### src/rtl/maxnet_driver.sv
// maxnet_driver: buffers host vector sets and runs them through
// the Maxnet responder one at a time, streaming each result back.
module maxnet_driver #(
  parameter int W       = 32,
  parameter int DEPTH   = 4,
  parameter int TIMEOUT = 1024
) (
  input  logic                       clk,
  input  logic                       rst,
  input  logic                       load_en,
  input  logic [4*W-1:0]             load_vec,
  input  logic                       go,
  input  logic                       mx_done,
  input  logic [W-1:0]               mx_result,
  output logic                       mx_start,
  output logic [W-1:0]               mx_x1,
  output logic [W-1:0]               mx_x2,
  output logic [W-1:0]               mx_x3,
  output logic [W-1:0]               mx_x4,
  output logic                       res_valid,
  output logic [W-1:0]               res_data,
  output logic [$clog2(DEPTH)-1:0]   res_index,
  output logic [$clog2(DEPTH+1)-1:0] count,
  output logic                       busy,
  output logic                       finished,
  output logic                       timeout_err
);

  localparam int AW = $clog2(DEPTH);
  localparam int CW = $clog2(DEPTH+1);
  localparam int TW = $clog2(TIMEOUT+1);

  typedef enum logic [1:0] {
    IDLE, ISSUE, WAIT, FINISH
  } state_t;

  state_t         state;
  logic [4*W-1:0] mem [DEPTH];
  logic [AW-1:0]  wr_ptr;
  logic [AW-1:0]  rd_ptr;
  logic [AW-1:0]  rd_nxt;
  logic [TW-1:0]  wcnt;
  logic           armed;
  logic           wr_en;
  logic [CW-1:0]  cnt_upd;
  logic [4*W-1:0] first_vec;
  logic [4*W-1:0] next_vec;
  logic           last;
  logic           hit;
  logic           tmo;

  assign wr_en   = (state == IDLE) && load_en
                 && (count < CW'(DEPTH));
  assign cnt_upd = count + CW'(wr_en);
  // a load coinciding with go may be filling slot 0
  assign first_vec = (wr_en && wr_ptr == '0)
                   ? load_vec : mem[0];
  assign rd_nxt   = rd_ptr + AW'(1);
  assign next_vec = mem[rd_nxt];
  assign last     = (CW'(rd_ptr) + CW'(1)) == count;
  assign hit      = armed && mx_done;
  assign tmo      = wcnt == TW'(TIMEOUT-1);

  always_ff @(posedge clk) begin
    if (wr_en) mem[wr_ptr] <= load_vec;
  end

  always_ff @(posedge clk) begin
    if (rst) begin
      state       <= IDLE;
      wr_ptr      <= '0;
      rd_ptr      <= '0;
      count       <= '0;
      wcnt        <= '0;
      armed       <= 1'b0;
      mx_start    <= 1'b0;
      mx_x1       <= '0;
      mx_x2       <= '0;
      mx_x3       <= '0;
      mx_x4       <= '0;
      res_valid   <= 1'b0;
      res_data    <= '0;
      res_index   <= '0;
      busy        <= 1'b0;
      finished    <= 1'b0;
      timeout_err <= 1'b0;
    end else begin
      mx_start  <= 1'b0;
      res_valid <= 1'b0;
      finished  <= 1'b0;
      unique case (state)
        IDLE: begin
          if (wr_en) begin
            wr_ptr <= wr_ptr + AW'(1);
            count  <= cnt_upd;
          end
          if (go) begin
            busy <= 1'b1;
            if (cnt_upd != '0) begin
              timeout_err <= 1'b0;
              rd_ptr      <= '0;
              mx_start    <= 1'b1;
              {mx_x4, mx_x3, mx_x2, mx_x1} <= first_vec;
              state       <= ISSUE;
            end else begin
              state <= FINISH;
            end
          end
        end
        ISSUE: begin
          wcnt  <= '0;
          armed <= 1'b0;
          state <= WAIT;
        end
        WAIT: begin
          wcnt <= wcnt + TW'(1);
          // a done still high from the last run must drop first
          if (!mx_done) armed <= 1'b1;
          if (hit) begin
            res_valid <= 1'b1;
            res_data  <= mx_result;
            res_index <= rd_ptr;
            if (last) begin
              state <= FINISH;
            end else begin
              rd_ptr   <= rd_nxt;
              mx_start <= 1'b1;
              {mx_x4, mx_x3, mx_x2, mx_x1} <= next_vec;
              state    <= ISSUE;
            end
          end else if (tmo) begin
            timeout_err <= 1'b1;
            state       <= FINISH;
          end
        end
        FINISH: begin
          finished <= 1'b1;
          count    <= '0;
          wr_ptr   <= '0;
          busy     <= 1'b0;
          state    <= IDLE;
        end
        default: state <= IDLE;
      endcase
    end
  end

endmodule

### config.mk
export PLATFORM = sky130hd
export DESIGN_NAME = maxnet_driver
export DESIGN_NICKNAME = d
export VERILOG_FILES = /design/src/rtl/maxnet_driver.sv
export SDC_FILE = /design/constraint.sdc
export NUM_CORES = 1
export LEC_CHECK = 0
export BUFFER_PORTS_ARGS = -buffer_cell sky130_fd_sc_hd__clkbuf_2
export CORE_MARGIN = 3
export CORE_UTILIZATION = 60
export CTS_BUF_LIST = sky130_fd_sc_hd__clkbuf_8
export CTS_CLUSTER_SIZE = 30
export DETAILED_ROUTE_END_ITERATION = 12
export GPL_TIMING_DRIVEN = 0
export HOLD_SLACK_MARGIN = 0.03
export PLACE_DENSITY = 0.82
export SLEW_MARGIN = 20
export SYNTH_ARGS = -nofsm -noshare
export SYNTH_HDL_FRONTEND = slang
export SYNTH_SLANG_ARGS = --single-unit
### constraint.sdc
create_clock -name clk -period 5.3 [get_ports clk]
set_input_delay 1.06 -clock clk [delete_from_list [all_inputs] [get_ports clk]]
set_output_delay 1.06 -clock clk [all_outputs]
set_load 0.005 [all_outputs]
==> qor.yml <==
route:
  route.detailed.drc: 0
  first_pass_iters: 6
  wl_um: 73000
  wl_per_cell_um: 23.3
  ant_nets: 0
  route.vias.total: 18902
  first_iter_violations: 1694
  routed_via_density: 6.02
pwr:
  powerDensity_mw_per_mm2: 437
  ir_drop_mv: 0.293
  p_leak_nw: 12.4
synth:
  ys_ff_latch: 700
  syn_area_per_cell_um2: 14.5
  yosysWarningCount: 0
  synthFlopType: "edfxtp_1"
  synth_fa_ha_area_share_pct: 0.568
  synthCells: 1975
  synth_edf_count: 512
  synthesis.nets: 2153
  netlist_area_mm2: 0.0286
  synth_xor_area_share_pct: 0.306
  async_flop_share_pct: 0
  synth_mux_area_share_pct: 18.5
  yosysSeqAreaShare_pct: 66.9
  synth_top_family_by_area: "multiplexers"
  ys_types: 45
  synth_compound_area_share_pct: 7.61
  synth-simple-area-share_pct: 3.60
timing:
  slew_violations: 0
  timing.final.crit_share_pct: 64.8
  rsz0062_at_grt: "no"
  finClkSkew_ns: 0.0216
  fin_tns_setup_ns: 0
  worst_pin_slew_ns: 1.18
  fmax_mhz: 291
  final-hold-violation-count: 0
  setup_viol: 0
  relSlewSlack_pct: 21.3
  fin_crit_ns: 3.44
critical_path:
  start_kind: "register"
  end_kind: "register"
  reg2reg_depth: 13
  r2r_slack_ns: 1.86
  crit_required_ns: 5.91
  cp.arrival_ns: 4.04
  critPathKind: "reg -> reg"
  reg2reg_to: "mx_x1[30]"
  cp_max_fo: 10
  r2r-start: "state[0]"
floorplan:
  initial_core_util_pct: 61.1
  die_h_um: 224
  core-area_mm2: 0.0469
  ioPinCount: 335
  rows: 79
  fp.dieArea_mm2: 0.0504
  die_width_um: 224
placement:
  postPlaceCellArea_mm2: 0.0313
  dp_cells: 2925
  io_buffers: 333
  place_congestion: 0.841
  hpwl_um: 46800
clock_network:
  clk_latency_ns: 0.70
  cts_buffer_depth: 3
  cts_tree: "built"
  cts.sinks: 700
  numCtsBuffers: 109
  post-cts-setup-buffer-count: 0
  cts.clk_slew.worst_paths_ns: 0.07
  ctsRootBufferMaster: "clkbuf_8"
  cts-hold-fix-buffers: 0
  ctsResizeCount: 0
  htree_num_levels: 3
finish:
  area_growth_pct: 17.3
  nNetsFinal: 2607
  fill_cells: 3089
  finalNonFillerCells: 3140
  drive_gt1_share_pct: 27.2
  final_area_mm2: 0.0336
worst_hold_path:
  hp-class: "reg -> reg"
  whs_path_depth: 2
  whs_endpoint: "res_data[1]"
  hp-start: "res_data[1]"
grt:
  overflow: 0
  grtUsageTotal_pct: 28.5
  grt_antenna_before_repair: 13
  grt_pass1_vias: 19167
  grt_max_degree: 85
  grt_first_pass_wirelength_um: 110000
flow_run:
  maxCapViolations: 0
outcome:
  status: "finished, final reports clean"
==> critical path, stage by stage, from the launching register on <==
cell,delay (ns)
dfxtp_1,0.40
inv_1,0.11
ha_1,0.21
buf_2,0.18
and3b_1,0.20
clkbuf_1,0.15
ha_1,0.22
ha_1,0.32
nor2_1,0.19
a21oi_2,0.12
o22ai_2,0.31
buf_4,0.39
buf_4,0.30
mux2i_1,0.24
==> cell type report <==
| type | count | area [um^2] | share of cell area [%] |
|---|---|---|---|
| flip-flops and latches | 700 | 19100 | 57.0 |
| multi-input cells | 1120 | 8770 | 26.1 |
| repair buffers | 343 | 1920 | 5.72 |
| clock buffers | 131 | 1800 | 5.37 |
| well taps | 607 | 759 | 2.26 |
| plain buffers | 143 | 684 | 2.04 |
| clock inverters | 77 | 433 | 1.29 |
| inverters | 12 | 52.6 | 0.157 |
| diodes | 7 | 17.5 | 0.0522 |
==> worst max path at each step <==
stage	startpoint	end	slack, ns	cells after the start
finish	state[0]	mx_x1[30]	1.86	13
global route	state[0]	mx_x3[6]	1.71	13
CTS	state[0]	mx_x1[30]	1.90	13
detailed placement	load_en	mx_x1[30]	1.68	11
global placement	load_en	mem[1][42]	-2.18	4
floorplan	load_en	mem[1][0]	0.46	3
==> sequential cells by signal (all words and copies together) (netlist names) <==
register and count:
busy 1, res_index 2, armed 1, wr_ptr 2, mem 512, finished 1
res_valid 1, wcnt 11, mx_x2 32, timeout_err 1, mx_x4 32, mx_x3 32
mx_x1 32, rd_ptr 2, mx_start 1, count 3, state 2, res_data 32
==> power by group <==
part,internal [mW],switching (mW)
Clock,2.44,2.06
Combinational,1.29,1.88
Sequential,6.66,0.336
Total,10.4,4.28
==> metrics by stage <==
step | hold WS [ns] | setup WS (ns) | power [mW] | util, %
finish | 0.455 | 1.86 | 14.7 | 71.7
global route | 0.474 | 1.71 | 15.3 | 71.7
CTS | 0.456 | 1.90 | 14.7 | 71.6
detailed placement | 0.448 | 1.68 | 10.2 | 66.9
global placement | 0.442 | -2.18 | 10.2 | 66.3
floorplan | 0.449 | 0.459 | 8.98 | -
==> synth_stat cells (all sizes together) (2+ instances only) <==
library cell | n | area share [%]
mux2i | 386 | 13
a31o | 2 | 0.061
clkbuf | 84 | 1.1
xor2 | 5 | 0.15
nor3 | 4 | 0.070
a221oi | 129 | 3.9
nand4 | 5 | 0.11
nor2b | 3 | 0.066
dfxtp | 188 | 13
a21boi | 2 | 0.052
a21oi | 44 | 0.78
and2 | 5 | 0.11
inv | 12 | 0.16
ha | 13 | 0.57
buf | 59 | 1.3
a31oi | 2 | 0.044
nor2 | 23 | 0.30
a22oi | 3 | 0.079
nand2 | 206 | 2.7
a211oi | 3 | 0.079
or3 | 2 | 0.044
nand3 | 4 | 0.070
xnor2 | 5 | 0.15
mux2 | 128 | 5.0
edfxtp | 512 | 54
o21ai | 134 | 2.3
==> cells by family after synthesis <==
| family | Yosys count |
|---|---|
| AOI/OAI and AO/OA | 326 |
| buffers and inverters | 155 |
| muxes | 514 |
| xor gates and xnor gates | 10 |
| adders and majority gates | 13 |
| and+or+nand+nor | 257 |
| DFF | 700 |
==> layer usage <==
| metal | routed length [um] | up-vias | GRT usage, % |
|---|---|---|---|
| met5 | 67 | - | 0 |
| met4 | 2260 | 10 | 11.6 |
| met3 | 6090 | 155 | 7.01 |
| met2 | 35900 | 865 | 47.7 |
| met1 | 28700 | 9336 | 35.9 |
| li1 | - | 8536 | - |
==> layout by cell type, fill, tap and decap left out, types with 12 or more instances in the layout <==
cell type    n
ha_1        13
nand2_1    206
o21ai_1     29
clkbuf_2   336
inv_1       59
edfxtp_1   512
a221oi_1   129
buf_4       27
a21oi_1     43
buf_2       31
dfxtp_1    188
mux2i_1    386
clkbuf_8   131
clkbuf_1    80
nor2_1      23
o21ai_0    105
clkinv_2    12
mux2_2     123
Power figures use the tool's default switching activity.
